<file path="config.mk">
export PLATFORM = sky130hd
export DESIGN_NAME = ptp_ts_matcher
export DESIGN_NICKNAME = d
export VERILOG_FILES = /design/src/rtl/ptp_ts_pkg.sv /design/src/rtl/ptp_ts_matcher_sat_cnt.sv /design/src/rtl/ptp_ts_matcher.sv
export SDC_FILE = /design/constraint.sdc
export NUM_CORES = 1
export LEC_CHECK = 0
export BUFFER_PORTS_ARGS = -buffer_cell sky130_fd_sc_hd__buf_4
export CAP_MARGIN = 20
export CORE_ASPECT_RATIO = 0.7
export CORE_UTILIZATION = 51
export DETAILED_ROUTE_END_ITERATION = 12
export PLACE_DENSITY_LB_ADDON = 0.05
export REMOVE_ABC_BUFFERS = 1
export SETUP_SLACK_MARGIN = 0.5
export SLEW_MARGIN = 20
export SYNTH_ARGS = -nofsm -noshare
export SYNTH_HDL_FRONTEND = slang
export SYNTH_HIERARCHICAL = 1
export SYNTH_SLANG_ARGS = --single-unit
</file>
<file path="constraint.sdc">
create_clock -name clk_i -period 2.92 [get_ports clk_i]
set_input_delay 0.146 -clock clk_i [delete_from_list [all_inputs] [get_ports clk_i]]
set_output_delay 0.146 -clock clk_i [all_outputs]
set_load 0.005 [all_outputs]
</file>
<file path="src/rtl/ptp_ts_pkg.sv">
// Shared field offsets, widths and FSM encodings for the PTP time-stamp matcher.
package ptp_ts_pkg;

    localparam int TS_MSB    = 111;
    localparam int TS_LSB    = 32;
    localparam int TS_W      = 80;
    localparam int MSGID_MSB = 31;
    localparam int MSGID_LSB = 28;
    localparam int SEQID_MSB = 15;
    localparam int SEQID_LSB = 0;

    typedef enum logic [2:0] {
        ST_IDLE    = 3'd0,
        ST_CHECK   = 3'd1,
        ST_POP     = 3'd2,
        ST_WAIT    = 3'd3,
        ST_COMPARE = 3'd4,
        ST_DONE    = 3'd5
    } state_e;

    typedef enum logic {
        CMD_LOOKUP = 1'b0,
        CMD_FLUSH  = 1'b1
    } cmd_e;

    function automatic logic entry_match(
        input logic [3:0]  entry_msgid,
        input logic [15:0] entry_seqid,
        input logic [3:0]  tgt_msgid,
        input logic [15:0] tgt_seqid,
        input logic        use_msgid
    );
        return (entry_seqid == tgt_seqid) && (!use_msgid || (entry_msgid == tgt_msgid));
    endfunction

endpackage

</file>
<file path="src/rtl/ptp_ts_matcher_sat_cnt.sv">
// Saturating up-counter with synchronous clear; sticks at all-ones instead of wrapping.
module sat_cnt #(
    parameter int W = 16
) (
    input  logic         clk_i,
    input  logic         rst_i,
    input  logic         clr_i,
    input  logic         inc_i,
    output logic [W-1:0] cnt_o
);

    logic [W-1:0] cnt_q;
    logic [W-1:0] cnt_d;

    // next count: clear wins, increment only below the ceiling
    always_comb begin
        cnt_d = cnt_q;
        if (clr_i) begin
            cnt_d = {W{1'b0}};
        end else if (inc_i && (cnt_q != {W{1'b1}})) begin
            cnt_d = cnt_q + {{(W-1){1'b0}}, 1'b1};
        end else begin
            cnt_d = cnt_q;
        end
    end

    // count register
    always_ff @(posedge clk_i) begin
        if (rst_i) begin
            cnt_q <= {W{1'b0}};
        end else begin
            cnt_q <= cnt_d;
        end
    end

    assign cnt_o = cnt_q;

endmodule

</file>
<file path="src/rtl/ptp_ts_matcher.sv">
// Pops the time-stamp queue until an entry matches (msgId, seqId), discarding stale entries;
// also flushes the queue on request and keeps saturating hit/miss/drop statistics.
module ptp_ts_matcher
    import ptp_ts_pkg::*;
#(
    parameter int RD_LATENCY  = 1,
    parameter int MAX_POPS    = 16,
    parameter int MATCH_MSGID = 1
) (
    input  logic             clk_i,
    input  logic             rst_i,
    input  logic             lkp_req_i,
    input  logic [3:0]       lkp_msgid_i,
    input  logic [15:0]      lkp_seqid_i,
    input  logic             flush_req_i,
    output logic             lkp_ready_o,
    output logic             lkp_done_o,
    output logic             lkp_hit_o,
    output logic [TS_W-1:0]  lkp_ts_o,
    output logic [7:0]       lkp_discard_o,
    output logic             q_rd_en_o,
    input  logic [7:0]       q_rd_stat_i,
    input  logic [127:0]     q_rd_data_i,
    output logic [15:0]      stat_hit_o,
    output logic [15:0]      stat_miss_o,
    output logic [15:0]      stat_drop_o
);

    localparam logic [7:0] MAX_POPS_C  = 8'(MAX_POPS);
    localparam logic [1:0] WAIT_LAST_C = 2'(RD_LATENCY - 2);
    localparam logic       USE_MSGID_C = 1'(MATCH_MSGID != 0);

    state_e          state_q, state_d;
    cmd_e            cmd_q, cmd_d;
    logic [3:0]      msgid_q, msgid_d;
    logic [15:0]     seqid_q, seqid_d;
    logic [7:0]      pop_cnt_q, pop_cnt_d;
    logic [1:0]      wait_cnt_q, wait_cnt_d;
    logic [TS_W-1:0] ts_q, ts_d;
    logic            ready_q, done_q, hit_q, rd_en_q;

    logic            hit_s, accept_s, disc_inc_s, hit_inc_s, miss_inc_s, match_s;
    logic            unused_s;

    assign match_s = entry_match(q_rd_data_i[MSGID_MSB:MSGID_LSB], q_rd_data_i[SEQID_MSB:SEQID_LSB],
                                 msgid_q, seqid_q, USE_MSGID_C);

    // Upper pad, checksum and the high nibble of the status word carry nothing we use.
    assign unused_s = ^{q_rd_data_i[127:112], q_rd_data_i[27:16], q_rd_stat_i[7:4]};

    // FSM next state and datapath updates
    always_comb begin
        state_d    = state_q;
        cmd_d      = cmd_q;
        msgid_d    = msgid_q;
        seqid_d    = seqid_q;
        pop_cnt_d  = pop_cnt_q;
        wait_cnt_d = wait_cnt_q;
        ts_d       = ts_q;
        hit_s      = 1'b0;
        accept_s   = 1'b0;
        disc_inc_s = 1'b0;
        case (state_q)
            ST_IDLE: begin
                if (flush_req_i) begin
                    cmd_d    = CMD_FLUSH;
                    accept_s = 1'b1;
                end else if (lkp_req_i) begin
                    cmd_d    = CMD_LOOKUP;
                    msgid_d  = lkp_msgid_i;
                    seqid_d  = lkp_seqid_i;
                    accept_s = 1'b1;
                end else begin
                    accept_s = 1'b0;
                end
                if (accept_s) begin
                    pop_cnt_d = 8'd0;
                    state_d   = ST_CHECK;
                end else begin
                    state_d   = ST_IDLE;
                end
            end
            ST_CHECK: begin
                if (q_rd_stat_i[3:0] == 4'd0) begin
                    state_d = ST_DONE;
                end else begin
                    state_d = ST_POP;
                end
            end
            ST_POP: begin
                pop_cnt_d  = pop_cnt_q + 8'd1;
                wait_cnt_d = 2'd0;
                if (RD_LATENCY > 1) begin
                    state_d = ST_WAIT;
                end else begin
                    state_d = ST_COMPARE;
                end
            end
            ST_WAIT: begin
                if (wait_cnt_q == WAIT_LAST_C) begin
                    state_d = ST_COMPARE;
                end else begin
                    wait_cnt_d = wait_cnt_q + 2'd1;
                end
            end
            ST_COMPARE: begin
                if ((cmd_q == CMD_LOOKUP) && match_s) begin
                    ts_d    = q_rd_data_i[TS_MSB:TS_LSB];
                    hit_s   = 1'b1;
                    state_d = ST_DONE;
                end else begin
                    disc_inc_s = 1'b1;
                    // A flush keeps going until the queue is empty, regardless of MAX_POPS.
                    if ((cmd_q == CMD_LOOKUP) && (pop_cnt_q == MAX_POPS_C)) begin
                        state_d = ST_DONE;
                    end else begin
                        state_d = ST_CHECK;
                    end
                end
            end
            ST_DONE: begin
                state_d = ST_IDLE;
            end
            default: begin
                state_d = ST_IDLE;
            end
        endcase
        hit_inc_s  = (state_d == ST_DONE) && (cmd_q == CMD_LOOKUP) && hit_s;
        miss_inc_s = (state_d == ST_DONE) && (cmd_q == CMD_LOOKUP) && !hit_s;
    end

    // State, datapath and registered outputs; outputs decode the next state so they align with it
    always_ff @(posedge clk_i) begin
        if (rst_i) begin
            state_q    <= ST_IDLE;
            cmd_q      <= CMD_LOOKUP;
            msgid_q    <= 4'd0;
            seqid_q    <= 16'd0;
            pop_cnt_q  <= 8'd0;
            wait_cnt_q <= 2'd0;
            ts_q       <= {TS_W{1'b0}};
            ready_q    <= 1'b1;
            done_q     <= 1'b0;
            hit_q      <= 1'b0;
            rd_en_q    <= 1'b0;
        end else begin
            state_q    <= state_d;
            cmd_q      <= cmd_d;
            msgid_q    <= msgid_d;
            seqid_q    <= seqid_d;
            pop_cnt_q  <= pop_cnt_d;
            wait_cnt_q <= wait_cnt_d;
            ts_q       <= ts_d;
            ready_q    <= (state_d == ST_IDLE);
            done_q     <= (state_d == ST_DONE);
            hit_q      <= (state_d == ST_DONE) && hit_s;
            rd_en_q    <= (state_d == ST_POP);
        end
    end

    sat_cnt #(.W(8)) u_discard (
        .clk_i (clk_i), .rst_i (rst_i), .clr_i (accept_s), .inc_i (disc_inc_s), .cnt_o (lkp_discard_o)
    );
    sat_cnt #(.W(16)) u_stat_hit (
        .clk_i (clk_i), .rst_i (rst_i), .clr_i (1'b0), .inc_i (hit_inc_s), .cnt_o (stat_hit_o)
    );
    sat_cnt #(.W(16)) u_stat_miss (
        .clk_i (clk_i), .rst_i (rst_i), .clr_i (1'b0), .inc_i (miss_inc_s), .cnt_o (stat_miss_o)
    );
    sat_cnt #(.W(16)) u_stat_drop (
        .clk_i (clk_i), .rst_i (rst_i), .clr_i (1'b0), .inc_i (disc_inc_s), .cnt_o (stat_drop_o)
    );

    assign lkp_ready_o = ready_q;
    assign lkp_done_o  = done_q;
    assign lkp_hit_o   = hit_q;
    assign lkp_ts_o    = ts_q;
    assign q_rd_en_o   = rd_en_q;

endmodule

</file>
==> summary.txt <==
Synth
  • YS warnings: 6
  • Number of synthesized flops with an enable pin: 0
  • Yosys reg bits: 174
  • Dominant synthesized flop cell: dfxtp_1
  • Cells after synthesis: 969
  • Register area share after synthesis: 40.0%
  • Async S/R FF share, synth: 0%
  • Mapped Area: 8720 µm²
  • Mean Syn Cell Area: 9.00 µm²
  • Distinct cells, synth: 72

Setup path
  • CP top delay family: simple AND/OR/NAND/NOR gates
  • Worst R2R Path Depth: 12
  • RR Startpoint: seqid_q[3]
  • Critical path required time: 3.28 ns
  • Worst Setup Path Type: reg2reg
  • CP peak stage delay: 0.60 ns
  • Crit path max fanout: 6
  • Worst setup SP type: flip-flop
  • Slowest CP cell: or4_4
  • Capturing point of the worst reg2reg path: u_stat_miss/cnt_o[14]
  • Critical path, cell by cell: xor2_2 -> a2111oi_2 -> buf_4 -> nand4_4 -> or4_4 -> inv_6 -> nor3_4 -> buf_6 -> and4_4 -> and3_4 -> a41o_1 -> a21oi_2
  • Flop-to-flop setup slack: 0.21 ns
  • Worst Path Arrival: 3.06 ns
  • Worst setup EP type: flip-flop
  • Worst Setup SP: seqid_q[3]
  • CP bufs+invs: 3

STA
  • Fin. max-slew vios: 0
  • Min setup slack post-route: 0.214 ns
  • Hold Violations, Final: 0
  • Clock Skew: 0.00806 ns
  • Setup violations, final: 0
  • Final TNS setup: 0 ns
  • F_max: 370 MHz
  • Crit share post-route: 92.7%
  • Min cycle time layout: 2.71 ns
  • Min Hold Slack: 0.0176 ns
  • Slew headroom: 28.1%
  • Slew @ Worst Pin: 1.08 ns
  • RSZ-0062 raised after global routing: yes

Worst hold path
  • Worst hold stages: 3
  • Worst min path class: in2reg
  • Hold Path Sink: lkp_ts_o[9]
  • Hold path start: q_rd_data_i[41]

Power
  • Clk pwr share: 43.2%
  • Int Power: 4.04 mW
  • LEAKAGE: 4.78 nW
  • Switching Share: 24.1%
  • VDD IR max: 0.000377 V
  • Power share of the combinational group: 10.9%
  • Seq pwr share: 45.9%
  • Net switching power figure: 1.28 mW
  • P per Cell Area: 425 nW/µm²
  • Overall Power: 5.31 mW

Flow run
  • Max-Cap Viols: 0

Die
  • Die ar.: 17600 µm²
  • Die W: 158 µm
  • Core box area: 16500 µm²
  • # IOs: 300
  • Initial core utilization: 52.9%
  • Die Span Y: 111 µm
  • Row Count: 39

Layout
  • Final Instance Area: 12500 µm²
  • Fin nets: 1479
  • Most frequent cells in the layout: buf_4 (286), dfxtp_1 (171), a21oi_1 (131), dlygate4sd3_1 (99), nand4_1 (93)
  • Register area: 3490 µm²
  • Final std cells w/o fill: 1549
  • Commonest non-fill, non-tap cell in the layout: buf_4
  • Filler Cell Count: 1198
  • Inserted Diodes: 0
  • Layout cells sized above 1: 33.1%
  • Area of the multi-input gates: 4880 µm²
  • Util after Layout: 75.9%
  • Synth-to-layout area growth: 43.6%

Global routing
  • Total grt overflow: 0
  • Vias in the first global route: 8368
  • Initial antenna violation count: 0
  • First-pass GRT wire length: 42200 µm
  • GRT Overall Usage: 29.6%
  • Largest net degree at the start of global routing: 83

Placed design
  • Placed cells: 1413
  • GPL Wtd Cong: 0.832
  • PortBufs: 267
  • Post-Place Worst Slack: 0.0975 ns
  • Post-placement cell area: 10700 µm²
  • DP Wirelength: 15900 µm

Clock tree
  • Htree depth: 4
  • Clock transition at path regs: 0.06 ns
  • Root Driver: clkbuf_16
  • CTS sink count: 174
  • Clk buf depth: 2
  • Latest clock arrival within the worst-skew pair: 0.42 ns
  • TritonCTS buffer count: 17
  • CTS tree: built

Detailed routing
  • Vias per inst: 5.78
  • DRC violations left: 0
  • Final wirelength: 26400 µm
  • Via Count: 8953
  • Average wire per standard cell: 17.0 µm
  • Post-route ant nets: 0
  • 1st-iter DRT viols: 665
  • Drt pass-1 iters: 5

Run status
  • Outcome: completed
## worst reg2reg max path, cell delays in order, from the launching register on
cell and delay [ns]:
dfxtp_2 0.33, xor2_2 0.14, a2111oi_2 0.32, buf_4 0.18
nand4_4 0.10, or4_4 0.60, inv_6 0.10, nor3_4 0.04
buf_6 0.11, and4_4 0.18, and3_4 0.20, a41o_1 0.24
a21oi_2 0.11
## registers in the layout (all words and copies together), names as in the netlist
name               count
q_rd_en_o              1
state_q                3
lkp_hit_o              1
msgid_q                4
lkp_ts_o              80
pop_cnt_q              8
u_stat_miss/cnt_o     16
u_stat_drop/cnt_o     16
u_discard/cnt_o        8
lkp_done_o             1
seqid_q               16
wait_cnt_q             2
cmd_q                  1
u_stat_hit/cnt_o      16
lkp_ready_o            1
## cells by family (layout without fill, tap and decap cells)
| logic type | count (synthesis) | after routing | synth area share (%) |
|---|---|---|---|
| simple gates | 345 | 345 | 23.2 |
| compound gates | 300 | 300 | 24.1 |
| flops | 174 | 174 | 40.0 |
| buf+inv | 101 | 436 | 7.31 |
| mux | 23 | 23 | 2.65 |
| xor+xnor | 18 | 18 | 1.81 |
| fa+ha+maj | 7 | 7 | 1.00 |
| other cells | 1 | 21 | 0.0430 |
## metal layers
metal  up-vias  GRT usage, %  part of all wire (%)
met4         0          10.5                   2.1
met3        49          6.15                   6.7
met2       360          48.0                    47
met1      4196          38.8                    45
li1       4348             -                     -
met5         -             0                     0
## worst max-delay path by stage
stage,end,slack [ns],cells after the start
floorplan,u_stat_miss/cnt_o[14],-1.34,10
global placement,u_stat_miss/cnt_o[14],0.11,12
detailed placement,u_stat_miss/cnt_o[14],0.1,12
CTS,u_stat_miss/cnt_o[14],0.25,12
global route,u_stat_hit/cnt_o[12],0.09,10
finish,u_stat_miss/cnt_o[14],0.21,12
## synth_stat cells (8+ instances only)
master,number,area [µm²]
inv_1,11,41.3
nand3_1,22,110
mux2i_1,22,220
buf_2,12,60.1
a31oi_1,14,87.6
o21ai_1,8,40.0
or3_1,16,100
clkbuf_1,35,131
a21oi_1,134,671
nor3_1,13,65.1
buf_6,22,248
nor2_1,26,97.6
o31ai_2,30,375
nand4_1,93,582
nand2_1,92,345
o21ai_0,14,70.1
o31ai_1,50,375
and3_1,12,75.1
dfxtp_1,174,3480
or3_2,9,67.6
xor2_1,11,96.3
a211oi_1,10,75.1
## cell type report
| type | instances | area share (%) |
|---|---|---|
| Tap cell | 225 | 2.25 |
| Inverter | 14 | 0.460 |
| Sequential cell | 174 | 27.9 |
| Clock inverter | 11 | 1.05 |
| Timing Repair Buffer | 391 | 25.7 |
| Clock buffer | 20 | 3.73 |
| Multi-Input combinational cell | 714 | 39.0 |
## power by group through the flow
stage	clock (mW)	sequential, mW	combinational (mW)
floorplan	0	2.48	0.197
global placement	0	2.49	0.456
detailed placement	0	2.49	0.459
CTS	2.34	2.44	0.570
global route	2.44	2.44	0.631
finish	2.30	2.44	0.581
## repair_timing
action	CTS	global route
pin swaps	22	17
cloned	0	0
setup buffers	4	2
endpoints found under the setup margin	27	117
gates resized for setup	28	29
endpoints found under the hold margin	99	0
hold buffers	99	0
(Power assumes the default switching activity.)
